**src/rtl/dff_write_arbiter.sv**
```systemverilog
// Round-robin arbiter that lets one of NUM_REQ requesters drive a shared enabled register,
// limiting each grant to MAX_BURST write cycles.
module dff_write_arbiter #(
  parameter int unsigned NUM_REQ   = 4,
  parameter int unsigned DATA_W    = 1,
  parameter int unsigned MAX_BURST = 4,
  localparam int unsigned IdxW     = (NUM_REQ > 1) ? $clog2(NUM_REQ) : 1,
  localparam int unsigned CntW     = $clog2(MAX_BURST + 1)
) (
  input  logic                       clk,
  input  logic                       rst,
  input  logic [NUM_REQ-1:0]         req,
  input  logic [NUM_REQ*DATA_W-1:0]  din,
  output logic [NUM_REQ-1:0]         gnt,
  output logic [IdxW-1:0]            owner,
  output logic                       busy,
  output logic                       reg_ena,
  output logic [DATA_W-1:0]          reg_din
);

  typedef enum logic [0:0] {StIdle, StGrant} state_e;

  state_e             state_q;
  logic [NUM_REQ-1:0] gnt_q;
  logic [IdxW-1:0]    owner_q;
  logic [IdxW-1:0]    ptr_q;
  logic [CntW-1:0]    burst_cnt_q;
  logic               busy_q;

  logic               pick_valid;
  logic [IdxW-1:0]    pick_idx;
  logic               owner_req;
  logic               last_write;
  logic [IdxW-1:0]    next_ptr;

  // First requester at or after ptr_q, wrapping around.
  always_comb begin
    int unsigned cand;
    pick_valid = 1'b0;
    pick_idx   = '0;
    cand       = 0;
    for (int unsigned k = 0; k < NUM_REQ; k++) begin
      cand = (32'(ptr_q) + k) % NUM_REQ;
      if (!pick_valid && req[IdxW'(cand)]) begin
        pick_valid = 1'b1;
        pick_idx   = IdxW'(cand);
      end
    end
  end

  always_comb begin
    owner_req  = req[owner_q];
    last_write = owner_req && (burst_cnt_q == CntW'(MAX_BURST - 1));
    next_ptr   = (owner_q == IdxW'(NUM_REQ - 1)) ? '0 : owner_q + 1'b1;
  end

  always_ff @(posedge clk or negedge rst) begin
    if (!rst) begin
      state_q     <= StIdle;
      gnt_q       <= '0;
      owner_q     <= '0;
      ptr_q       <= '0;
      burst_cnt_q <= '0;
      busy_q      <= 1'b0;
    end else begin
      unique case (state_q)
        StIdle: begin
          if (pick_valid) begin
            state_q     <= StGrant;
            gnt_q       <= NUM_REQ'(1) << pick_idx;
            owner_q     <= pick_idx;
            burst_cnt_q <= '0;
            busy_q      <= 1'b1;
          end
        end
        StGrant: begin
          if (owner_req) begin
            burst_cnt_q <= burst_cnt_q + 1'b1;
          end
          // Release when the owner stops writing or has used up its burst.
          if (!owner_req || last_write) begin
            state_q <= StIdle;
            gnt_q   <= '0;
            busy_q  <= 1'b0;
            ptr_q   <= next_ptr;
          end
        end
        default: begin
          state_q <= StIdle;
          gnt_q   <= '0;
          busy_q  <= 1'b0;
        end
      endcase
    end
  end

  assign gnt     = gnt_q;
  assign owner   = owner_q;
  assign busy    = busy_q;
  assign reg_ena = |(gnt_q & req);
  assign reg_din = busy_q ? din[owner_q*DATA_W +: DATA_W] : '0;

endmodule

```
**config.mk**
```make
export PLATFORM = sky130hd
export DESIGN_NAME = dff_write_arbiter
export DESIGN_NICKNAME = d
export VERILOG_FILES = /design/src/rtl/dff_write_arbiter.sv
export SDC_FILE = /design/constraint.sdc
export NUM_CORES = 1
export LEC_CHECK = 0
export CELL_PAD_IN_SITES_DETAIL_PLACEMENT = 1
export CELL_PAD_IN_SITES_GLOBAL_PLACEMENT = 1
export CORE_MARGIN = 2
export CORE_UTILIZATION = 42
export CTS_BUF_LIST = sky130_fd_sc_hd__clkbuf_8
export DETAILED_ROUTE_END_ITERATION = 12
export GPL_ROUTABILITY_DRIVEN = 0
export GPL_TIMING_DRIVEN = 1
export PLACE_DENSITY = 0.9
export RECOVER_POWER = 100
export SLEW_MARGIN = 5
export SYNTH_ARGS = -nofsm -noshare
export SYNTH_HDL_FRONTEND = slang
export SYNTH_SLANG_ARGS = --single-unit
```
**constraint.sdc**
```tcl
create_clock -name clk -period 3 [get_ports clk]
set_input_delay 0.6 -clock clk [delete_from_list [all_inputs] [get_ports clk]]
set_output_delay 0.6 -clock clk [all_outputs]
set_load 0.1 [all_outputs]
```
Word level (Yosys, flattened, before mapping)
Index checks and enable logic that the tools add are counted.

$add $sub $neg: 5. Order comparisons: 5. Eq/ne operators: 5. Shift-type cells: 2. Multiplexer cells: 32. Bitwise gates (word level): 2. Reductions and logical operators: 14.

Operators by type and width (number): $lt A2 B3 Y1 const B (5); $mux W1 (14); $bmux W1 S2 (5); $mux W2 (5); $mux W4 (2); $pmux W4 S2 (1); $reduce_and A2 Y1 (4); $mux W3 (2); $pmux W3 S2 (1); $add A2 B1 Y2 const B (2); $add A2 B2 Y2 const B (2); $and A4 B4 Y4 (1); $logic_and A1 B1 Y1 (4); $logic_not A1 Y1 (4); $ne A2 B1 Y1 const B (2); $pmux W1 S2 (2); $reduce_or A4 Y1 (1); $shiftx A4 B3 Y1 (1); $shl A1 B2 Y4 const A (1); $add A3 B1 Y3 const B (1); $eq A3 B2 Y1 const B (1); $eq A2 B2 Y1 const B (1); $ne A2 B2 Y1 const B (1); $logic_or A1 B1 Y1 (1); $not A1 Y1 (1).

Bits in registers: 13. Input bits: 10. Word-level logic and storage cells: 71.

Depth between registers and ports, before layout
Gate-level depths: netlist of run 1.

Word-level depth: 15. Depth in mapped cells: 6. Depth with buffers taken out: 6.

Worst setup path before layout of run 1
OpenSTA, ideal clock, no wires.

Kind: reg-to-output. Start: register owner_q[0], in the netlist owner[0]. End: output reg_din. Data arrival time: 2.134 ns. Required time: 2.400 ns. Slack: 0.266 ns. Cell stages (with the launch flop): 3. Buffers on the path: 0. Path through: dfrtp_1 -> mux4_2 -> and2_1.

Word-level cells in the longest chain between the ends: 2.

RTL lines: start, declared (RTL line 25) `logic [IdxW-1:0] owner_q;`; start signal, assigned (RTL line 71) `owner_q <= pick_idx;`; $shiftx A4 B3 Y1 (RTL line 101) `assign reg_din = busy_q ? din[owner_q*DATA_W +: DATA_W] : '0;`; $mux W1 (RTL line 101); end, declared (RTL line 18) `output logic [DATA_W-1:0] reg_din`.

No other way between the ends.

Final worst setup path of run 1
Start: input req[0]. End: output reg_ena.

Word-level cells in the longest chain between the ends: 2.

RTL lines: start, declared (RTL line 12) `input logic [NUM_REQ-1:0] req,`; $and A4 B4 Y4 (RTL line 100) `assign reg_ena = |(gnt_q & req);`; $reduce_or A4 Y1 (RTL line 100); end, declared (RTL line 17) `output logic reg_ena,`.

No other way between the ends.

==> flow_metrics.tcl, run 1 <==
set metrics [dict create \
    area_growth_pct 24.9 \
    async_reset_ff_share_pct 100 \
    cts_max_level 1 \
    post_cts_buffers 0 \
    timing.setup.tns_ns 0 \
    slew_headroom_pct 21.8 \
    crit_arrival_ns 2.03 \
    critical_path.max_stage_delay_ns 0.74 \
    cts_buffers 3 \
    setup_ws_ns 0.374 \
    status "finished, final reports clean" \
    crit_chain "dlygate4sd3_1 > a22oi_1 > nand2_1 > clkbuf_2" \
    dr.pass1.iters 2 \
    reg2reg_depth 5 \
    cp.required_ns 2.40 \
    synth_seq_cells 13 \
    postCtsResizedCells 0 \
    nFillCells 198 \
    synthDistinctLibCells 30 \
    fin_util_pct 56.5 \
    wl_per_cell_um 17.2 \
    dp_hpwl_um 1420 \
    critPathKind "input pin to output port" \
    grt_overflow 0 \
    ios 19 \
    grt_max_degree 14 \
    worst-path-stages 4 \
    drv_slew 0 \
    setup.worst_path.start_class "input pin" \
    routed_wl_um 2020 \
    hold_viol 0 \
    detail-route-antenna-nets 0 \
    worstMarginPinSlew_ns 1.18 \
    multi_input_area_sq_um 420 \
    fin_crit_ns 2.63 \
    clock-sinks 13 \
    synth_cells 71 \
    fin_skew_ns 0.00355 \
    worst-path-buf-inv 2 \
    endpoint_kind "output port" \
    avgSynthCellArea_sq_um 11.1 \
    port_buffers 18 \
    core-area_sq_um 1750 \
    clk_pin_slew_ns 0.05 \
    finalCritPeriodShare_pct 87.5 \
    viasPerCell 5.54 \
    maxCapViolCount 0 \
    drt_iter0_markers 2 \
    finalSetupViolCount 0 \
    seqCellArea_sq_um 325 \
    grt_pass1_wl_um 3220 \
    num_rows 15 \
    worstHoldPathCells 2 \
    path_delay_family "buffers and inverters" \
    place_ws_ns 0.583 \
    start_util_pct 45.2 \
    hold_class "flip-flop to flip-flop" \
    grt_pass1_vias 703 \
    fin_nets 107 \
    timing.fmax_mhz 381 \
    vias 654 \
    holdBufCountCts 0 \
    syn_nets 84 \
    antenna_found_initial 0 \
    ys.warnings.count 0 \
    rsz0062_at_grt "no" \
    ys.flop_type "dfrtp_1" \
    n_antenna_cell 0 \
    chipWidth_um 47.4 \
    cts_max_path_buffers 2 \
    critPathSlowestCell "dlygate4sd3_1" \
    grt_usage_pct 21.4 \
    ys_seq_area_share_pct 41.2 \
    cts_tree "done" \
    die_h_um 47.4 \
    die-area_sq_um 2240 \
    ctsRootBufferMaster "clkbuf_8" \
    synth_edf_count 0 \
    insertion_delay_ns 0.24 \
    drc 0 \
    worstPathMaxFanout 8 \
    synth_area_sq_um 790 \
    drive_gt1_share_pct 14.0 \
]
registers in the layout (all words and copies together) (netlist names):
| signal | flops |
|---|---|
| state_q | 1 |
| busy | 1 |
| burst_cnt_q | 3 |
| ptr_q | 2 |
| gnt | 4 |
| owner | 2 |
path summary, 6_finish.rpt:
kind                       endpoint  slack (ns)           start
max in group asynchronous   state_q        1.80             rst
setup / recovery            reg_ena        0.37          req[0]
hold reg to reg                busy        0.50            busy
min in group asynchronous    gnt[2]        0.81             rst
hold / removal                 busy        0.50            busy
setup reg to reg           ptr_q[1]        0.90  burst_cnt_q[0]
cells by family after synthesis:
group / count (synthesis) / share of synthesized area, %
AO/OA/AOI/OAI: 18 / 20.8
flip-flops: 13 / 41.2
multiplexers: 7 / 13.3
adder cells (fa/ha/maj): 3 / 4.75
AND/OR/NAND/NOR: 24 / 16.6
buffers and inverters: 6 / 3.33
cell type report:
class / instances / share of cell area [%]
Multi-Input combinational cell: 52 / 42.6
Sequential cell: 13 / 33.0
Timing Repair Buffer: 19 / 14.7
Clock buffer: 3 / 4.19
Tap cell: 25 / 3.17
Inverter: 5 / 1.90
Clock inverter: 1 / 0.381
cell usage in the layout (no fill, tap or decap):
master           Yosys  layout
or3_4                1       1
clkbuf_1             0       8
nand2_1              7       7
o31ai_2              1       1
clkbuf_8             0       3
clkdlybuf4s50_1      0       7
mux2_1               1       1
a31o_1               1       1
nand2b_1             3       3
o221ai_1             0       1
o31ai_1              2       2
nor2_1               1       1
nand3_1              6       6
and2_0               0       1
a22oi_1              2       2
mux2_4               1       1
and3_4               1       1
or2_1                1       1
dfrtp_1             13      13
buf_12               0       1
o2bb2a_1             1       1
inv_1                3       5
mux4_1               1       1
nor3_1               1       1
mux4_2               1       1
dlygate4sd3_1        0       2
a31o_2               1       1
clkbuf_2             0       1
and3_1               2       2
ha_1                 3       3
o21ai_0              5       5
o41ai_4              1       1
inv_2                2       1
a21oi_1              3       3
mux2i_1              3       3
synth_stat cells (2+ instances only):
| cell | number | area, sq um |
|---|---|---|
| a21oi_1 | 3 | 15.0 |
| a22oi_1 | 2 | 15.0 |
| and3_1 | 2 | 12.5 |
| dfrtp_1 | 13 | 325 |
| ha_1 | 3 | 37.5 |
| inv_1 | 3 | 11.3 |
| inv_2 | 2 | 7.51 |
| mux2i_1 | 3 | 30.0 |
| nand2_1 | 7 | 26.3 |
| nand2b_1 | 3 | 18.8 |
| nand3_1 | 6 | 30.0 |
| o21ai_0 | 5 | 25.0 |
| o31ai_1 | 2 | 15.0 |
metal layers:
layer / global-route usage, % / part of all wire (%) / vias to the layer above / wire length [um]
met3: 4.62 / 3.9 / 6 / 79
met4: 13.3 / 2.8 / 0 / 57
met5: 0 / 0 / - / 0
met2: 35.1 / 50 / 17 / 1020
met1: 25.3 / 43 / 320 / 869
li1: - / - / 311 / -
tightest hold or removal path: cells and delay by family (launching register included):
family / cells / cell delay, ns
simple gates: 2 / 0.12
flops: 1 / 0.36
stage by stage:
stage / area (sq um) / cells / hold WS [ns]
finish: 986 / 118 / 0.505
global route: 986 / 118 / 0.518
CTS: 1050 / 118 / 0.507
detailed placement: 1000 / 114 / 0.496
global placement: 1000 / 114 / 0.481
floorplan: 790 / 71 / 0.304
Power of run 1 is not shown: default switching activity piles up to over one toggle a cycle in this logic, so the estimate is an artifact.
==> run 2, diff against run 1 <==
- CORE_UTILIZATION: 42 -> 25
- PLACE_DENSITY: 0.9 -> 0.6
- SLEW_MARGIN: 5 -> 10
==> flow_metrics.tcl, run 2 (same netlist as run 1, synthesis figures left out) <==
set metrics [dict create \
    dp_hpwl_um 1430 \
    reg2reg_depth 5 \
    fin_util_pct 33.2 \
    final_cells 137 \
    core-area_sq_um 3030 \
    worstHoldPathCells 2 \
    grt_max_degree 14 \
    slew_headroom_pct 22.8 \
    status "finished, final reports clean" \
    dp.cells 133 \
    drc 0 \
    area_growth_pct 27.4 \
    endpoint_kind "output port" \
    critPathKind "input pin to output port" \
    cts_max_path_buffers 2 \
    drv_slew 0 \
    port_buffers 18 \
    critical_path.max_stage_delay_ns 0.73 \
    multi_input_area_sq_um 415 \
    timing.fmax_mhz 381 \
    ios 19 \
    fin_skew_ns 0.00837 \
    clk_pin_slew_ns 0.06 \
    antenna_found_initial 0 \
    grt_usage_pct 12.3 \
    rsz0062_at_grt "no" \
    grt_pass1_vias 674 \
    n_antenna_cell 0 \
    post_cts_buffers 0 \
    largest_reg_flops 4 \
    wl_per_cell_um 14.1 \
    start_util_pct 26.1 \
    routed_wl_um 1940 \
    detail-route-antenna-nets 0 \
    rrSetupSlack_ns 0.89 \
    cts_buffers 3 \
    crit_arrival_ns 2.03 \
    vias 648 \
    crit-reg2reg-launch "burst_cnt_q[0]" \
    viasPerCell 4.73 \
    drt_iter0_markers 11 \
    regToRegEndpoint "ptr_q[1]" \
    hold_class "flip-flop to flip-flop" \
    critPathSlowestCell "dlygate4sd3_1" \
    timing.setup.tns_ns 0 \
    dr.pass1.iters 4 \
    setup.worst_path.start_class "input pin" \
    maxCapViolCount 0 \
    cts_tree "done" \
    cts_max_level 1 \
    chipWidth_um 60.2 \
    drive_gt1_share_pct 14.0 \
    seqCellArea_sq_um 325 \
    fin_crit_ns 2.63 \
    worstMarginPinSlew_ns 1.16 \
    worstPathMaxFanout 8 \
    finalInstanceArea_sq_um 1010 \
    insertion_delay_ns 0.25 \
    crit_chain "dlygate4sd3_1 > a22oi_1 > nand2_1 > clkbuf_2" \
    holdBufCountCts 0 \
    num_rows 20 \
    ctsRootBufferMaster "clkbuf_8" \
    clock-sinks 13 \
    hold_end "busy" \
    hold_viol 0 \
    postCtsResizedCells 0 \
    nFillCells 350 \
    grt_pass1_wl_um 3130 \
    finalSetupViolCount 0 \
    die-area_sq_um 3620 \
    final_common_cell "dfrtp_1" \
    final_cell_mix "dfrtp_1 (13), clkbuf_1 (8), nand2_1 (7), clkdlybuf4s50_1 (7), nand3_1 (6)" \
    grt_overflow 0 \
    fin_nets 107 \
    place_area_sq_um 1030 \
    die_h_um 60.2 \
    finalCritPeriodShare_pct 87.6 \
    hold_path.startpoint "busy" \
    cp.required_ns 2.40 \
]
==> run 2: worst max path at each step <==
stage              from  depth (start not counted)  slack [ns]  endpoint
5_1_grt          req[0]                          4        0.31   reg_ena
2_1_floorplan  owner[0]                          2        0.27   reg_din
4_1_cts          din[3]                          4        0.56   reg_din
6_report         req[0]                          4        0.37   reg_ena
3_5_place_dp     din[3]                          4        0.57   reg_din
3_3_place_gp     din[3]                          4        0.59   reg_din
==> run 2: stage by stage <==
step	setup slack (ns)	hold slack [ns]
3_3_place_gp	0.587	0.482
6_report	0.372	0.503
3_5_place_dp	0.567	0.497
4_1_cts	0.560	0.512
5_1_grt	0.312	0.544
2_1_floorplan	0.266	0.304
==> run 2: critical path, delay by kind of cell <==
family | cells | cell delay, ns
buffers and inverters | 2 | 1.18
AND/OR/NAND/NOR | 1 | 0.09
AO/OA/AOI/OAI | 1 | 0.15
==> run 2: routing by layer <==
metal,track usage [%],up-vias,share of wire (%)
met5,0,-,0
met4,7.62,0,2.3
met3,2.60,5,4.1
met2,19.9,16,48
met1,14.7,317,46
li1,-,310,-
==> run 2: area by class of cell <==
type                            instances  area share (%)
Clock buffer                            3            4.10
Clock inverter                          1           0.498
Inverter                                5            1.87
Multi-Input combinational cell         52            41.3
Sequential cell                        13            32.3
Tap cell                               44            5.47
Timing Repair Buffer                   19            14.4
Power of run 2 is left out for the same reason.
==> run 3, diff against run 2 <==
--- a/config.mk
+++ b/config.mk
@@ -14,5 +14,5 @@
 export GPL_ROUTABILITY_DRIVEN = 0
 export GPL_TIMING_DRIVEN = 1
-export PLACE_DENSITY = 0.6
+export PLACE_DENSITY_LB_ADDON = 0.1
 export RECOVER_POWER = 100
 export SLEW_MARGIN = 10
==> constraint.sdc (replaced) <==
create_clock -name clk -period 3 [get_ports clk]
set_input_delay 0.45 -clock clk [delete_from_list [all_inputs] [get_ports clk]]
set_output_delay 0.45 -clock clk [all_outputs]
set_load 0.1 [all_outputs]
==> flow_metrics.tcl, run 3 (same netlist as run 1, synthesis figures left out) <==
set metrics [dict create \
    status "finished, final reports clean" \
    place_area_sq_um 1000 \
    final_cell_mix "dfrtp_1 (13), clkbuf_1 (8), nand2_1 (7), clkdlybuf4s50_1 (7), nand3_1 (6)" \
    slew_headroom_pct 22.2 \
    grt_pass1_wl_um 3170 \
    drt_iter0_markers 8 \
    drc 0 \
    finalInstanceArea_sq_um 990 \
    wl_per_cell_um 14.4 \
    critPathKind "input pin to output port" \
    critPathSlowestCell "dlygate4sd3_1" \
    post_cts_buffers 0 \
    start_util_pct 26.1 \
    die_h_um 60.2 \
    grt_pass1_vias 663 \
    fin_nets 107 \
    largest_reg_flops 4 \
    die-area_sq_um 3620 \
    num_rows 20 \
    cp.required_ns 2.55 \
    finalCritPeriodShare_pct 77.3 \
    grt_overflow 0 \
    vias 653 \
    fin_crit_ns 2.32 \
    place_ws_ns 0.796 \
    worst-path-stages 4 \
    hold_class "flip-flop to flip-flop" \
    final_common_cell "dfrtp_1" \
    hold_viol 0 \
    detail-route-antenna-nets 0 \
    insertion_delay_ns 0.24 \
    fin_util_pct 32.7 \
    ios 19 \
    timing.fmax_mhz 431 \
    path_delay_family "buffers and inverters" \
    fin_skew_ns 0.00289 \
    drive_gt1_share_pct 12.9 \
    cts_buffers 3 \
    clock-sinks 13 \
    n_antenna_cell 0 \
    ctsRootBufferMaster "clkbuf_8" \
    finalSetupViolCount 0 \
    grt_usage_pct 12.3 \
    worst-path-buf-inv 2 \
    dr.pass1.iters 2 \
    viasPerCell 4.77 \
    worstPathMaxFanout 8 \
    port_buffers 18 \
    worstMarginPinSlew_ns 1.17 \
    crit_chain "dlygate4sd3_1 > a22oi_1 > nand2_1 > clkbuf_2" \
    grt_max_degree 14 \
    worstHoldPathCells 2 \
    drv_slew 0 \
    cts_tree "done" \
    dp_hpwl_um 1480 \
    chipWidth_um 60.2 \
    grt_use_met3_pct 4.33 \
    cts_max_path_buffers 2 \
    crit_arrival_ns 1.87 \
    core-area_sq_um 3030 \
    routed_wl_um 1970 \
    critical_path.max_stage_delay_ns 0.73 \
    area_growth_pct 25.4 \
    reg2reg_depth 5 \
    postCtsResizedCells 0 \
    antenna_found_initial 0 \
    timing.setup.tns_ns 0 \
    setup.worst_path.start_class "input pin" \
    endpoint_kind "output port" \
    clk_pin_slew_ns 0.06 \
    busiest_layer "met2" \
    rsz0062_at_grt "no" \
    grt_use_met1_pct 15.5 \
    maxCapViolCount 0 \
    gr-usage-met2_pct 19.9 \
    holdBufCountCts 0 \
    setup_ws_ns 0.680 \
    cts_max_level 1 \
]
==> run 3: cell type report <==
class	instances	area [sq um]
clock inverters	1	3.75
inverters	5	18.8
clock buffers	3	41.3
multi-input cells	52	415
flip-flops and latches	13	325
repair buffers	19	130
fillers	353	2040
well taps	44	55.1
==> run 3: metrics by stage <==
step           instances  hold slack, ns
2_1_floorplan         71           0.154
3_3_place_gp         133           0.483
3_5_place_dp         133           0.491
4_1_cts              137           0.504
5_1_grt              137           0.547
6_report             137           0.501
==> run 3: final timing paths <==
path	start	endpoint	slack, ns
setup / recovery	req[0]	reg_ena	0.68
hold / removal	burst_cnt_q[2]	burst_cnt_q[2]	0.50
setup reg to reg	burst_cnt_q[0]	ptr_q[1]	0.92
hold reg to reg	burst_cnt_q[2]	burst_cnt_q[2]	0.50
max in group asynchronous	rst	gnt[0]	1.93
min in group asynchronous	rst	busy	0.66
==> run 3: worst register-to-register path: stages, from the launching register on <==
cell	delay (ns)
dfrtp_1	0.39
ha_1	0.20
ha_1	0.20
or2_1	0.22
o221ai_1	0.57
mux2_1	0.38
==> run 3: layer usage <==
layer | part of all wire [%] | up-vias
li1 | - | 310
met5 | 0 | -
met2 | 44 | 18
met4 | 0.51 | 0
met3 | 5.7 | 3
met1 | 50 | 322
Power of run 3 is left out for the same reason.
